## config.mk

```make
export PLATFORM = sky130hd
export DESIGN_NAME = if_stage_flat
export DESIGN_NICKNAME = d
export VERILOG_FILES = /design/src/rtl/ariane_pkg.sv /design/src/rtl/if_stage_if.sv /design/src/rtl/fetch_fifo.sv /design/src/rtl/if_stage.sv /design/src/flat_wrapper.sv
export SDC_FILE = /design/constraint.sdc
export NUM_CORES = 1
export LEC_CHECK = 0
export BUFFER_PORTS_ARGS = -buffer_cell sky130_fd_sc_hd__buf_2
export CORE_MARGIN = 2
export CORE_UTILIZATION = 55
export CTS_CLUSTER_DIAMETER = 50
export CTS_CLUSTER_SIZE = 14
export DETAILED_ROUTE_END_ITERATION = 7
export HOLD_SLACK_MARGIN = 0.12
export PLACE_DENSITY = 0.76
export REMOVE_ABC_BUFFERS = 1
export SKIP_LAST_GASP = 1
export SLEW_MARGIN = 15
export SYNTH_ARGS = -nofsm -noshare
export SYNTH_HDL_FRONTEND = slang
export SYNTH_SLANG_ARGS = --single-unit
```

## constraint.sdc

```tcl
create_clock -name clk_i -period 11.95 [get_ports clk_i]
set_input_delay 1.195 -clock clk_i [delete_from_list [all_inputs] [get_ports clk_i]]
set_output_delay 1.195 -clock clk_i [all_outputs]
set_load 0.01 [all_outputs]
```

## src/rtl/ariane_pkg.sv

```systemverilog
// Types shared between the fetch stage and decode: branch prediction, fetch entries, fetch FSM states.
package ariane_pkg;

  localparam int unsigned FETCH_FIFO_DEPTH = 4;

  typedef struct packed {
    logic        valid;
    logic [63:0] predict_address;
    logic        predict_taken;
  } branchpredict_sbe_t;

  typedef struct packed {
    logic [63:0]        address;
    logic [31:0]        instruction;
    branchpredict_sbe_t branch_predict;
    logic               ex_valid;
  } fetch_entry_t;

  typedef enum logic [1:0] {
    IDLE,
    WAIT_RVALID,
    ABORT
  } fetch_state_e;

  function automatic logic [63:0] word_align(input logic [63:0] addr);
    return {addr[63:2], 2'b00};
  endfunction

endpackage

```

## src/rtl/if_stage_if.sv

```systemverilog
// I-cache request/response channel: the fetch stage is master, the I-cache is slave.
interface if_stage_if;
  logic        req;
  logic [63:0] addr;
  logic        gnt;
  logic        rvalid;
  logic [31:0] rdata;
  logic        ex;

  modport master (output req, addr, input gnt, rvalid, rdata, ex);
  modport slave  (input req, addr, output gnt, rvalid, rdata, ex);
endinterface

```

## src/rtl/fetch_fifo.sv

```systemverilog
// Generic FIFO with flush; head is readable the cycle after a push and reads zero when empty.
module fetch_fifo #(
  parameter type         dtype_t = logic,
  parameter int unsigned DEPTH   = 4
) (
  input  logic                   clk_i,
  input  logic                   rst_ni,
  input  logic                   flush_i,
  input  logic                   push_i,
  input  dtype_t                 data_i,
  input  logic                   pop_i,
  output dtype_t                 data_o,
  output logic                   full_o,
  output logic                   empty_o,
  output logic [$clog2(DEPTH):0] count_o
);

  localparam int unsigned PW = $clog2(DEPTH);

  dtype_t        mem_q [DEPTH];
  logic [PW-1:0] wptr_q, wptr_d, rptr_q, rptr_d;
  logic [PW:0]   count_q, count_d;
  logic          do_push, do_pop;

  assign full_o  = (count_q == (PW+1)'(DEPTH));
  assign empty_o = (count_q == '0);
  assign count_o = count_q;
  assign do_push = push_i & ~flush_i;
  assign do_pop  = pop_i & ~empty_o & ~flush_i;

  always_comb begin
    data_o = '0;
    if (!empty_o) data_o = mem_q[rptr_q];
  end

  always_comb begin
    wptr_d  = wptr_q;
    rptr_d  = rptr_q;
    count_d = count_q;
    if (flush_i) begin
      wptr_d  = '0;
      rptr_d  = '0;
      count_d = '0;
    end else begin
      if (do_push) wptr_d = wptr_q + PW'(1);
      if (do_pop)  rptr_d = rptr_q + PW'(1);
      case ({do_push, do_pop})
        2'b10:   count_d = count_q + (PW+1)'(1);
        2'b01:   count_d = count_q - (PW+1)'(1);
        default: count_d = count_q;
      endcase
    end
  end

  always_ff @(posedge clk_i or negedge rst_ni) begin
    if (!rst_ni) begin
      wptr_q  <= '0;
      rptr_q  <= '0;
      count_q <= '0;
    end else begin
      wptr_q  <= wptr_d;
      rptr_q  <= rptr_d;
      count_q <= count_d;
    end
  end

  always_ff @(posedge clk_i) begin
    if (do_push) mem_q[wptr_q] <= data_i;
  end

endmodule

```

## src/rtl/if_stage.sv

```systemverilog
// Instruction fetch: one outstanding I-cache request, responses buffered in a fetch FIFO.
// A request is only issued when the FIFO is guaranteed room for its response.
module if_stage
  import ariane_pkg::*;
#(
  parameter int unsigned FIFO_DEPTH = FETCH_FIFO_DEPTH
) (
  input  logic               clk_i,
  input  logic               rst_ni,
  input  logic               flush_i,
  input  logic [63:0]        fetch_address_i,
  input  logic               fetch_valid_i,
  input  branchpredict_sbe_t branch_predict_i,
  output logic               if_ready_o,
  if_stage_if.master         icache,
  output fetch_entry_t       fetch_entry_o,
  output logic               fetch_entry_valid_o,
  input  logic               fetch_ack_i
);

  localparam int unsigned CW = $clog2(FIFO_DEPTH) + 1;

  fetch_state_e       state_q, state_d;
  logic [63:0]        tag_addr_q;
  branchpredict_sbe_t tag_bp_q;
  logic               can_issue, req, push, pop, space;
  logic               fifo_full, fifo_empty;
  logic [CW-1:0]      fifo_cnt;
  logic [CW:0]        need;
  fetch_entry_t       push_entry;

  // The outstanding response already owns a slot; popping this cycle frees nothing yet.
  assign need  = {1'b0, fifo_cnt} + {{CW{1'b0}}, (state_q == WAIT_RVALID)} + (CW+1)'(1);
  assign space = (need <= (CW+1)'(FIFO_DEPTH));

  assign can_issue = (state_q == IDLE) | ((state_q == WAIT_RVALID) & icache.rvalid);
  assign req       = can_issue & fetch_valid_i & space & ~flush_i & rst_ni;

  assign icache.req          = req;
  assign icache.addr         = word_align(fetch_address_i);
  assign if_ready_o          = req & icache.gnt;
  assign fetch_entry_valid_o = ~fifo_empty;
  assign pop                 = fetch_entry_valid_o & fetch_ack_i;

  always_comb begin
    push_entry                = '0;
    push_entry.address        = tag_addr_q;
    push_entry.instruction    = icache.ex ? 32'd0 : icache.rdata;
    push_entry.branch_predict = tag_bp_q;
    if (icache.ex) push_entry.branch_predict.valid = 1'b0;
    push_entry.ex_valid       = icache.ex;
  end

  always_comb begin
    state_d = state_q;
    push    = 1'b0;
    unique case (state_q)
      IDLE: begin
        if (if_ready_o) state_d = WAIT_RVALID;
      end
      WAIT_RVALID: begin
        if (flush_i) begin
          state_d = icache.rvalid ? IDLE : ABORT;
        end else if (icache.rvalid) begin
          push    = 1'b1;
          state_d = if_ready_o ? WAIT_RVALID : IDLE;
        end
      end
      ABORT: begin
        if (icache.rvalid) state_d = IDLE;
      end
      default: state_d = IDLE;
    endcase
  end

  always_ff @(posedge clk_i or negedge rst_ni) begin
    if (!rst_ni) begin
      state_q    <= IDLE;
      tag_addr_q <= '0;
      tag_bp_q   <= '0;
    end else begin
      state_q <= state_d;
      if (if_ready_o) begin
        tag_addr_q <= fetch_address_i;
        tag_bp_q   <= branch_predict_i;
      end
    end
  end

  fetch_fifo #(
    .dtype_t (fetch_entry_t),
    .DEPTH   (FIFO_DEPTH)
  ) i_fetch_fifo (
    .clk_i   (clk_i),
    .rst_ni  (rst_ni),
    .flush_i (flush_i),
    .push_i  (push),
    .data_i  (push_entry),
    .pop_i   (pop),
    .data_o  (fetch_entry_o),
    .full_o  (fifo_full),
    .empty_o (fifo_empty),
    .count_o (fifo_cnt)
  );

  no_overflow: assert property (@(posedge clk_i) disable iff (!rst_ni)
    (push && fifo_full) |-> pop);

endmodule

```

## src/flat_wrapper.sv

```systemverilog
// flat-port wrapper written by rule: the top's interface ports become plain ports
module if_stage_flat import ariane_pkg::*;
#(
  parameter int unsigned FIFO_DEPTH = FETCH_FIFO_DEPTH
)
  (clk_i, rst_ni, flush_i, fetch_address_i, fetch_valid_i, branch_predict_i, if_ready_o, fetch_entry_o, fetch_entry_valid_o, fetch_ack_i, icache_req, icache_addr, icache_gnt, icache_rvalid, icache_rdata, icache_ex);
  if_stage_if icache_i ();
  input  logic clk_i;
  input  logic rst_ni;
  input  logic flush_i;
  input  logic [63:0] fetch_address_i;
  input  logic fetch_valid_i;
  input  branchpredict_sbe_t branch_predict_i;
  output logic if_ready_o;
  output fetch_entry_t fetch_entry_o;
  output logic fetch_entry_valid_o;
  input  logic fetch_ack_i;
  output wire logic [$bits(icache_i.req)-1:0] icache_req;
  output wire logic [$bits(icache_i.addr)-1:0] icache_addr;
  input wire logic [$bits(icache_i.gnt)-1:0] icache_gnt;
  input wire logic [$bits(icache_i.rvalid)-1:0] icache_rvalid;
  input wire logic [$bits(icache_i.rdata)-1:0] icache_rdata;
  input wire logic [$bits(icache_i.ex)-1:0] icache_ex;
  assign icache_req = icache_i.req;
  assign icache_addr = icache_i.addr;
  assign icache_i.gnt = icache_gnt;
  assign icache_i.rvalid = icache_rvalid;
  assign icache_i.rdata = icache_rdata;
  assign icache_i.ex = icache_ex;
  if_stage #(.FIFO_DEPTH(FIFO_DEPTH)) u_core (.clk_i(clk_i), .rst_ni(rst_ni), .flush_i(flush_i), .fetch_address_i(fetch_address_i), .fetch_valid_i(fetch_valid_i), .branch_predict_i(branch_predict_i), .if_ready_o(if_ready_o), .icache(icache_i), .fetch_entry_o(fetch_entry_o), .fetch_entry_valid_o(fetch_entry_valid_o), .fetch_ack_i(fetch_ack_i));
endmodule
```

After elaboration in Yosys (flattened, before gate mapping)
Memories as Yosys holds them, arrays and structs flattened.
Index checks and enable logic that the tools add are counted.
{"block": "classes", "n_addsub": 6, "n_mul": 0, "div_mod_pow": 0, "n_lt_le_gt_ge": 1, "n_eq_ne": 7, "shifts": 0, "n_mux": 21, "bitwise": 13, "reduce_logical": 6}
{"op": "2-to-1 mux 163 bit", "n": 1}
{"op": "2-to-1 mux 32 bit", "n": 1}
{"op": "2-to-1 mux 2 bit", "n": 9}
{"op": "bitwise AND 1 bit", "n": 10}
{"op": "2-to-1 mux 1 bit", "n": 7}
{"op": "one-hot mux 2 bit (3 select lines)", "n": 1}
{"op": "one-hot mux 3 bit (2 select lines)", "n": 1}
{"op": "adder 2 x 1 -> 2 bit (second input constant)", "n": 2}
{"op": "adder 3 x 1 -> 4 bit", "n": 1}
{"op": "adder 4 x 1 -> 4 bit (second input constant)", "n": 1}
{"op": "== test 2 x 1 -> 1 bit (second input constant)", "n": 2}
{"op": "== test 2 bit (second input constant)", "n": 2}
{"op": "less-or-equal comparator 4 x 3 -> 1 bit (second input constant)", "n": 1}
{"op": "nonzero test 2 bit", "n": 2}
{"op": "adder 3 x 1 -> 3 bit (second input constant)", "n": 1}
{"op": "zero test 3 bit", "n": 1}
{"op": "2-to-1 mux 3 bit", "n": 1}
{"op": "!= test 3 bit (second input constant)", "n": 1}
{"op": "AND reduction 3 bit", "n": 1}
{"op": "nonzero test 3 bit", "n": 1}
{"op": "subtractor 3 x 1 -> 3 bit (second input constant)", "n": 1}
{"op": "zero test 2 bit", "n": 1}
{"op": "!= test 2 x 1 -> 1 bit (second input constant)", "n": 1}
{"op": "!= test 2 bit (second input constant)", "n": 1}
{"op": "2 further kinds", "n": 3}
{"block": "word_totals", "reg_bits": 139, "latchBits": 0, "ram_bits": 652, "rom_bits": 0, "in_bits": 170, "output_inout_bits": 230, "elab_cells": 63, "mem_count": 1}
{"memory": "u_core.i_fetch_fifo.mem_q", "depth": 4, "word_bits": 163, "rd": 1, "rd_clocked_by_memory_dff": 0, "write_ports": 1, "line_no": "fetch_fifo.sv:20", "rtl": "dtype_t mem_q [DEPTH];"}

Depth between registers and ports, before layout
Gate-level depths: netlist of run 1.
{"block": "depth", "depth_word": 12, "mapped_depth": 11, "ltp_nobuf": 8}

By module
From an unflattened synthesis of run 1, not the netlist that was laid out.
{"block": "hier_totals", "cells_unflattened": 1482, "area_unflattened_um2": 31291.3}
{"mod": "fetch_fifo", "instances": 1, "cells_per_inst": 1083, "area_each_um2": 25110.3, "seq_area_each_um2": 19753.9}
{"mod": "if_stage", "instances": 1, "cells_per_inst": 399, "area_each_um2": 6180.9, "seq_area_each_um2": 3303.2}

Least setup slack after synthesis of run 1
No wires, ideal clock.
{"block": "synth_path", "path_type": "input-to-reg", "startpoint": "in flush_i", "endpoint": "mem u_core.i_fetch_fifo.mem_q[0][0] (netlist bit), enable pin", "setup_time_ns": 0.543, "arrival_time_ns": 5.414, "t_required_ns": 11.407, "slack_ns": 5.994, "path_stages": 3, "path_buffers": 1, "cell_sequence": "clkbuf_1 -> nor3_1 -> and2_1"}
{"block": "synth_between", "elab_chain_cells": 5, "elab_cells_between_ends": 6, "classes_between": "mux (4); bitwise (2)"}
{"element": "from (decl)", "line_no": "flat_wrapper.sv:10", "rtl": "input logic flush_i;"}
{"element": "2-to-1 mux 1 bit", "line_no": "if_stage.sv:62", "rtl": "if (flush_i) begin"}
{"element": "2-to-1 mux 1 bit", "line_no": "if_stage.sv:57", "rtl": "unique case (state_q)"}
{"element": "bitwise AND 1 bit (*)", "line_no": "fetch_fifo.sv:28", "rtl": "assign do_push = push_i & ~flush_i;"}
{"element": "2-to-1 mux 1 bit (*)", "line_no": "fetch_fifo.sv:68", "rtl": "if (do_push) mem_q[wptr_q] <= data_i;"}
{"element": "2-to-1 mux 1 bit (implied by the code) (*)", "line_no": "fetch_fifo.sv:68"}
{"element": "to (decl)", "line_no": "fetch_fifo.sv:20"}
Every way passes the cells marked *; elsewhere a longest branch is shown, timed or not.

==> metrics, run 1 <==
status finished clean; CP endpoint kind output port; Starting Density 55.3%; hold slack 514 ps; crit-path max FO 89; Min-Delay Path Class reg2reg; Setup TNS 0 ps; Hold Path End u_core.i_fetch_fifo.mem_q[2][134]; largest net degree at the start of global routing 101; Remaining DRCs 0; CTS tree yes; die span in x 241 um; gpl congestion 0.730; Post-Layout Cell Count 2640; Cell Pwr Density 207 nW/um2; Post-synth EDFFs 652; max_slew headroom 27.2%; root buffer cell clkbuf_16; HPWL Detailed 34400 um; post-synthesis cell area 31000 um2; fin nets 2004; Via Count 14700; Worst Tran Pin Value 1090 ps; sequential area share after synthesis 74.3%; number of nets with antenna violations after routing 0; Worst VDD drop 0.000237 V; Crit Path Category reg2out; Commonest cells post-synth edfxtp_1 (652), and2_1 (169), mux4_2 (163); Ports 400; critical path arrival 3270 ps; Area after DPL 33200 um2; top-count cell post-synth edfxtp_1; Setup Viol. Count Final 0; fmax 0.224 GHz; fin util 63.4%; worst reg2reg path depth 9; total of max-cap violations 0; Crit Reg-Reg Startpoint u_core.state_q[1]; drt pass-1 iters 5; YS warnings 0; WL/cell 23.0 um; syn_area_per_cell 21.0 um2; setup slack, reg-to-reg 8280 ps; r2r endpoint u_core.push_entry[9]; gr ovfl total 0; Resized Gates After CTS 0; num rows 87; Reg clk slew, reported paths 60 ps; Vias/cell 5.56; number of DRC markers in iteration 0 923; Critical Path RT 10760 ps; ys async rst share 17.6%; Setup Skew 25.8 ps; start point of the worst hold path u_core.tag_addr_q[35]; Critical Path Start u_core.i_fetch_fifo.count_o[1]; latest clock arrival within the worst-skew pair 610 ps; die height 241 um; H-tree depth 3; Finished Cell Area 35500 um2; top post-synthesis cells by area edfxtp_1 (63%), mux4_2 (12%), dfrtp_1 (11%), mux2_4 (3.9%), and2_1 (3.4%); largest area contributor in the netlist edfxtp_1; Mapped Cells 1475; setup bufs post-CTS 0; cell leakage power 12.9 nW; Max clock buf depth 3; die footprint 58300 um2; global-route wire length before repair 89900 um; CORE AREA 56100 um2; Max Transition Viols Final 0; GRT Util Overall 20.8%; # clock sinks 791; Hold Path Stages 0; antenna violations before repair 3; vias in the first global route 14900; total CTS buffers 72; ys flop type edfxtp_1; Buffers on Ports 397; area added between synthesis and finish 14.6%; cts hold-fix bufs 0; layout cells sized above 1 43.4%; WL final 60800 um; RSZ-0062 raised after global routing false; unique cell type count in the Yosys netlist 33; fin crit period 4460 ps; DP Cell Count 2509; final worst path period share 37.3%; CP startpoint kind register; register bit total from synthesis 791; post-synth top area share 63.1%; final hold vios 0
==> sequential cells by signal, summed over array words and instances (netlist names) <==
| register | flops |
|---|---|
| u_core.i_fetch_fifo.wptr_q | 2 |
| u_core.push_entry | 65 |
| u_core.i_fetch_fifo.mem_q | 652 |
| u_core.i_fetch_fifo.rptr_q | 2 |
| u_core.tag_bp_q | 1 |
| u_core.i_fetch_fifo.count_o | 3 |
| u_core.tag_addr_q | 64 |
| u_core.state_q | 2 |
==> cells in the final DEF (no fill, tap or decap), drive strengths merged <==
cell	instances
edfxtp	652
buf	415
and2	169
mux4	163
dfrtp	139
mux2	132
clkbuf	113
nor2b	34
nor2	10
inv	10
clkinv	7
ha	6
xor2	4
nand3	3
nor3	3
bufinv	3
diode	2
nand2b	2
mux2i	2
conb	2
clkinvlp	2
nand4bb	1
a221oi	1
and3	1
or3	1
nand3b	1
xnor2	1
o31ai	1
or2	1
nand2	1
a2bb2oi	1
fa	1
==> worst max-delay path, cell delays in order, from the launching register on <==
cell	delay, ps
dfrtp_1	480
or3_4	860
buf_4	760
and2_1	320
buf_2	160
==> worst max path at each step <==
stage	endpoint	slack, ps	depth (start not counted)
2_1_floorplan	fetch_entry_o[0]	3620	2
3_3_place_gp	u_core.i_fetch_fifo.mem_q[0][148]	7660	6
3_5_place_dp	u_core.i_fetch_fifo.mem_q[0][97]	7630	5
4_1_cts	fetch_entry_o[20]	7440	4
5_1_grt	fetch_entry_o[3]	7280	4
6_report	fetch_entry_o[3]	7490	4
==> layout make-up <==
type                    count  area, um2
clock inverters            16        204
inverters                   6       22.5
flip-flops and latches    791      23100
diodes                      2       5.00
well taps                 756        946
multi-input cells         541       7070
clock buffers             113       2090
repair buffers            415       2140
fillers                  3819      20500
==> where the power goes <==
part	total [mW]	internal [mW]	switching [mW]	leakage (nW)
Combinational	1.51	0.765	0.745	4.20
Clock	2.25	1.28	0.967	1.11
Sequential	3.61	3.36	0.243	7.57
==> logic make-up (layout without fill, tap and decap cells) <==
group | after synthesis | in the layout | synth area share [%]
AND/OR/NAND/NOR | 227 | 227 | 4.49
buffers and inverters | 144 | 550 | 2.96
XOR/XNOR | 5 | 5 | 0.141
adder cells (fa/ha/maj) | 7 | 7 | 0.307
other | 1 | 4 | 0.0121
AO/OA/AOI/OAI | 3 | 3 | 0.101
flip-flops | 791 | 791 | 74.3
multiplexers | 297 | 297 | 17.7
==> metal layers <==
| layer | part of all wire, % | vias to the layer above | global-route usage, % |
|---|---|---|---|
| li1 | - | 6400 | - |
| met1 | 42 | 7713 | 29.5 |
| met2 | 50 | 473 | 33.3 |
| met3 | 6.2 | 91 | 4.08 |
| met4 | 2.3 | 2 | 6.66 |
| met5 | 0.021 | - | 0 |
==> stage by stage <==
stage	worst slack, ps	total power, mW
floorplan	3620	4.69
global placement	7660	5.15
detailed placement	7630	5.20
CTS	7440	7.44
global route	7280	7.68
finish	7490	7.36
Power figures use the tool's default switching activity.
==> run 2: changes to the inputs <==
- ABC_AREA: not set -> 1
- clock period: 11.95 -> 4.35 ns (I/O delays scaled with it)
==> metrics, run 2 <==
antenna violations before repair 2 (was 3); layout cells sized above 1 17.5% (was 43.4%); Area after DPL 33900 um2 (was 33200 um2); Buffers on Ports 397 (unchanged); Reg power frac 55.2% (was 49.0%); Setup Skew 24.1 ps (was 25.8 ps); slowest cell on the critical path dfrtp_4 (was or3_4); top post-synthesis cells by area edfxtp_1 (62%), dfrtp_1 (11%), nor2_1 (8.2%), o21ai_0 (5.1%), nand2_1 (3.4%) (was edfxtp_1 (63%), mux4_2 (12%), dfrtp_1 (11%), mux2_4 (3.9%), and2_1 (3.4%)); Min-Delay Path Class in2reg (was reg2reg); Critical Path RT 3910 ps (was 10760 ps); top-count cell post-synth nor2_1 (was edfxtp_1); CP max stage delay 630 ps (was 860 ps); cell leakage power 15.0 nW (was 12.9 nW); number of DRC markers in iteration 0 2240 (was 923); Hold Path End u_core.tag_bp_q[65] (was u_core.i_fetch_fifo.mem_q[2][134]); Pwr Total 16.5 mW (was 7.36 mW); Commonest cells post-synth nor2_1 (696), edfxtp_1 (652), o21ai_0 (325) (was edfxtp_1 (652), and2_1 (169), mux4_2 (163)); Post-Layout Cell Count 3940 (was 2640); Finished Cell Area 37600 um2 (was 35500 um2); register bit total from synthesis 791 (unchanged); post-synthesis cell area 31700 um2 (was 31000 um2); Starting Density 55.3% (about the same); die height 244 um (was 241 um); Max clock buf depth 3 (unchanged); gpl congestion 0.807 (was 0.730); start point of the worst hold path branch_predict_i[65] (was u_core.tag_addr_q[35]); Via Count 22300 (was 14700); total CTS buffers 76 (was 72); Reg clk slew, reported paths 60 ps (about the same); Mapped Cells 2724 (was 1475); unique cell type count in the Yosys netlist 24 (was 33); total of max-cap violations 0 (unchanged); num rows 88 (was 87); GR peak layer met2 (unchanged); final worst path period share 77.4%; area added between synthesis and finish 18.6% (was 14.6%); Worst Path Buf+Inv 3 (was 2); WL final 80200 um (was 60800 um); post-synth top area share 61.8% (was 63.1%); CP startpoint kind register (unchanged); Max Transition Viols Final 0 (unchanged); flip-flop count of the largest register after layout 652 (unchanged); final hold vios 0 (unchanged); H-tree depth 3 (unchanged); global-route wire length before repair 122000 um (was 89900 um); GRT Util Overall 26.5% (was 20.8%); # clock sinks 791 (unchanged); gr ovfl total 0 (unchanged); largest net degree at the start of global routing 144 (was 101); Post-synth EDFFs 652 (unchanged); WL/cell 20.4 um (was 23.0 um); Hold Path Stages 3 (was 0); die footprint 59600 um2 (was 58300 um2); drt pass-1 iters 6 (was 5); vias in the first global route 22100 (was 14900); most common cell after layout, fill and taps aside nor2_1 (was edfxtp_1); Worst VDD drop 0.000269 V (was 0.000237 V); commonest cells after routing, fill and taps aside nor2_1 (691), edfxtp_1 (652), buf_2 (395) (was edfxtp_1 (652), buf_2 (396), and2_1 (165)); CP endpoint kind output port (unchanged); status finished clean (unchanged); Sw Ratio 22.3% (was 26.6%); Cell Pwr Density 437 nW/um2 (was 207 nW/um2); Vias/cell 5.66 (was 5.56); die span in x 244 um (was 241 um); met3 GRT Util 4.36% (was 4.08%); YS warnings 0 (unchanged); Remaining DRCs 0 (unchanged); crit-path max FO 64 (was 89); syn_area_per_cell 11.6 um2 (was 21.0 um2); Crit Reg-Reg Startpoint u_core.state_q[1] (unchanged); largest reg by FF count u_core.i_fetch_fifo.mem_q (unchanged); Ports 400 (unchanged); Setup Viol. Count Final 0 (unchanged); root buffer cell clkbuf_16 (unchanged); fin util 65.6% (was 63.4%); max_slew headroom 25.7% (was 27.2%); CORE AREA 57400 um2 (was 56100 um2); ys async rst share 17.6% (unchanged); crit path cell chain inv_6, buf_4, nor2_1, o21ai_0, a21oi_1, buf_2 (was or3_4, buf_4, and2_1, buf_2); ys flop type edfxtp_1 (unchanged); fmax 0.297 GHz; Crit Path Category reg2out (unchanged); HPWL Detailed 41400 um (was 34400 um); setup slack, reg-to-reg 1530 ps (was 8280 ps); Resized Gates After CTS 0 (unchanged); fin nets 3294 (was 2004); Internal Power 12.8 mW (was 5.41 mW); largest area contributor in the netlist edfxtp_1 (unchanged); DP Cell Count 3675 (was 2509); critical path arrival 2930 ps (was 3270 ps); number of nets with antenna violations after routing 0 (unchanged); GR Util met1 35.3% (was 29.5%); Setup TNS 0 ps (unchanged); Logic pwr share 5.5% (was 20.5%); sequential area share after synthesis 72.7% (was 74.3%); Worst Tran Pin Value 1120 ps (was 1090 ps); switching pwr 3.67 mW (was 1.96 mW); latest clock arrival within the worst-skew pair 620 ps (was 610 ps); crit-path leading delay family buffers and inverters (was simple AND/OR/NAND/NOR gates); worst reg2reg path depth 11 (was 9); r2r endpoint u_core.tag_addr_q[39] (was u_core.push_entry[9]); clock network fraction of total power 39.4% (was 30.5%); CTS tree yes (unchanged); fin crit period 3370 ps; met2 Track Usage GR 43.9% (was 33.3%); RSZ-0062 raised after global routing false (unchanged)
## run 2: cell count changes in the layout (fill, tap and decap cells not counted), sizes merged, moves of 163 or more
cell,delta
o21ai,+328
nand2,+285
nor2,+686
and2,-169
a21oi,+166
mux4,-163
## run 2: worst max-delay path by stage
stage,start,end,depth (start not counted)
global placement,u_core.state_q[1],u_core.push_entry[23],11
CTS,u_core.i_fetch_fifo.rptr_q[1],fetch_entry_o[36],6
floorplan,u_core.i_fetch_fifo.rptr_q[0],fetch_entry_o[161],3
global route,u_core.i_fetch_fifo.rptr_q[0],fetch_entry_o[7],5
finish,u_core.i_fetch_fifo.rptr_q[1],fetch_entry_o[36],6
detailed placement,rst_ni,u_core.tag_addr_q[39],8
## run 2: cell families after synthesis
| group | count (synthesis) | synth area share [%] |
|---|---|---|
| xor+xnor | 2 | 0.0553 |
| flops | 791 | 72.7 |
| simple gates | 1121 | 14.4 |
| other cells | 1 | 0.0118 |
| buf+inv | 305 | 4.65 |
| fa+ha+maj | 7 | 0.300 |
| compound gates | 497 | 7.87 |
## run 2: layout make-up
cell class	instances	area (um2)
Sequential cell	791	23100
Fill cell	4026	19800
Multi-Input combinational cell	1629	7230
Timing Repair Buffer	564	3700
Clock buffer	111	2170
Tap cell	765	957
Clock inverter	24	263
Inverter	55	224
Antenna cell	1	2.50
## run 2: metrics by stage
step	setup WS, ps	hold slack, ps
2_1_floorplan	-6500	139
3_3_place_gp	1650	403
3_5_place_dp	1560	404
4_1_cts	957	122
5_1_grt	854	144
6_report	983	152
## run 2: worst reg2reg max path, stage by stage (launching register included)
cell     delay, ps
dfrtp_1        370
inv_1          140
nand2_1        100
ha_1           200
inv_1           60
ha_1           220
inv_1           60
nand2_1         70
nand2_4        360
buf_4          760
nand4_1        290
nand2_1        120
## run 2: per-layer routing
metal | wire (um) | share of wire (%)
met1 | 31400 | 39
met2 | 39600 | 49
met3 | 6960 | 8.7
met4 | 2180 | 2.7
met5 | 13 | 0.016
## run 2: timing repair
action,4_1_cts,5_1_grt
buffers inserted,0,0
hold buffers,129,0
hold endpoints to repair,169,0
## run 2: power by group through the flow
| stage | clock (mW) | combinational, mW | sequential [mW] |
|---|---|---|---|
| final | 6.48 | 0.900 | 9.07 |
| after global routing | 6.85 | 0.999 | 9.12 |
| after CTS | 6.56 | 0.897 | 9.06 |
| after detailed placement | 0 | 0.799 | 9.21 |
| after global placement | 0 | 0.771 | 9.17 |
| after floorplan | 0 | 0.409 | 9.13 |
==> run 3: changes to the inputs <==
- ABC_AREA: 1 -> 0
- CORE_UTILIZATION: 55 -> 52
- clock period: 4.35 -> 2.83 ns (I/O delays scaled with it)
==> metrics, run 3 (synthesis results as in run 1) <==
cell leakage power 14.1 nW (was 15.0 nW); CP max stage delay 440 ps (was 630 ps); Cell Pwr Density 835 nW/um2 (was 437 nW/um2); CP endpoint kind output port (unchanged); largest net degree at the start of global routing 166 (was 144); total of max-cap violations 0 (unchanged); Fill cells 3890 (was 4026); Pwr Total 32.0 mW (was 16.5 mW); Buffers on Ports 397 (unchanged); die span in x 248 um (was 244 um); crit-path max FO 3 (was 64); Reg clk slew, reported paths 60 ps (about the same); Remaining DRCs 0 (unchanged); root buffer cell clkbuf_16 (unchanged); critical path arrival 2490 ps (was 2930 ps); area added between synthesis and finish 23.4% (was 18.6%); drt pass-1 iters 5 (was 6); number of DRC markers in iteration 0 1114 (was 2240); fin crit period 2770 ps; Worst Tran Pin Value 890 ps (was 1120 ps); Worst VDD drop 0.000847 V (was 0.000269 V); status finished clean (unchanged); layout cells sized above 1 42.2% (was 17.5%); total CTS buffers 75 (was 76); Vias/cell 5.48 (was 5.66); fmax 0.361 GHz; WL final 66000 um (was 80200 um); Setup Skew 17.0 ps (was 24.1 ps); die height 248 um (was 244 um); Setup Viol. Count Final 0 (unchanged); global-route wire length before repair 98400 um (was 122000 um); H-tree depth 3 (unchanged); Via Count 15800 (was 22300); latest clock arrival within the worst-skew pair 600 ps (was 620 ps); CORE AREA 59000 um2 (was 57400 um2); WL/cell 22.8 um (was 20.4 um); final worst path period share 97.9%; max_slew headroom 40.7% (was 25.7%); number of nets with antenna violations after routing 0 (unchanged); Crit Path Category reg2out (unchanged); Antenna diodes 0 (was 1); Critical Path RT 2550 ps (was 3910 ps); final hold vios 0 (unchanged); fin util 64.9% (was 65.6%); crit path cell chain nand2b_4, ha_2, inv_2, ha_1, nand2b_4, a221oi_4, and3_4, buf_12, buf_2 (was inv_6, buf_4, nor2_1, o21ai_0, a21oi_1, buf_2); gpl congestion 0.760 (was 0.807); RSZ-0062 raised after global routing true (was false); commonest cells after routing, fill and taps aside edfxtp_1 (652), buf_2 (396), dlygate4sd3_1 (166) (was nor2_1 (691), edfxtp_1 (652), buf_2 (395)); fin nets 2240 (was 3294); most common cell after layout, fill and taps aside edfxtp_1 (was nor2_1); CP startpoint kind register (unchanged); Min-Delay Path Class in2reg (unchanged); GRT Util Overall 21.5% (was 26.5%); Max clock buf depth 3 (unchanged); slowest cell on the critical path dfrtp_2 (was dfrtp_4); largest reg by FF count u_core.i_fetch_fifo.mem_q (unchanged); num rows 89 (was 88); Max Transition Viols Final 0 (unchanged); vias in the first global route 16600 (was 22100); worst reg2reg path depth 11 (unchanged); CTS tree yes (unchanged); die footprint 61600 um2 (was 59600 um2); gr ovfl total 0 (unchanged); HPWL Detailed 38700 um (was 41400 um); antenna violations before repair 1 (was 2); most frequent CP cell nand2b_4; Ports 400 (unchanged); Hold Path Stages 1 (was 3); Starting Density 52.6% (was 55.3%); # clock sinks 791 (unchanged); flip-flop count of the largest register after layout 652 (unchanged)
run 3: worst paths after layout:
| check | end | from | slack, ps |
|---|---|---|---|
| max | if_ready_o | u_core.state_q[0] | 60 |
| min | u_core.i_fetch_fifo.mem_q[2][0] | icache_ex | 380 |
| max reg2reg | u_core.tag_addr_q[34] | u_core.state_q[0] | 100 |
| min reg2reg | u_core.i_fetch_fifo.mem_q[0][137] | u_core.tag_addr_q[38] | 520 |
| max in group asynchronous | u_core.tag_addr_q[52] | rst_ni | 1710 |
| min in group asynchronous | u_core.push_entry[42] | rst_ni | 410 |
run 3: metal layers:
layer | global-route usage [%] | vias up | wire length (um)
met3 | 3.82 | 97 | 4370
met2 | 36.2 | 583 | 33700
met4 | 6.46 | 0 | 1340
met1 | 29.0 | 8280 | 26600
met5 | 0 | - | 0
li1 | - | 6888 | -
run 3: through the flow:
stage	cell area, um2	hold WS (ps)	setup WS [ps]	instances	setup TNS [ps]
floorplan	30100	-12.6	-4580	1338	-2673090
global placement	34100	482	219	2581	0
detailed placement	34100	489	166	2581	0
CTS	38200	356	-87.8	2888	-87.8
global route	38300	384	-33.6	2893	-33.6
finish	38300	385	59.8	2893	0
run 3: cell type report:
type	count	area, um2	share of cell area (%)
multi-input cells	541	7100	18.5
flip-flops and latches	791	23100	60.2
repair buffers	648	4790	12.5
clock buffers	113	2120	5.55
clock inverters	21	220	0.575
inverters	6	22.5	0.0588
well taps	773	967	2.53
run 3: report_power, final:
part	switching (mW)	total, mW	internal, mW	leakage [nW]
clock network	4.17	9.60	5.44	1.12
registers	1.07	15.3	14.2	7.56
logic	3.37	7.11	3.74	5.38
run 3: critical path, delay by kind of cell, from the launching register on:
family / cells / cell delay (ps)
and+or+nand+nor: 3 / 490
adders and majority gates: 2 / 440
DFF: 1 / 440
buffers and inverters: 3 / 270
AOI/OAI and AO/OA: 1 / 260
run 3: repair_timing:
item / in CTS / in global routing
setup buffers: 5 / 5
endpoints found under the setup margin: 20 / 111
pin swaps: 1 / 2
cloned: 2 / 0
gates resized for setup: 1 / 11
hold buffers: 166 / 0
hold endpoints to repair: 405 / 0
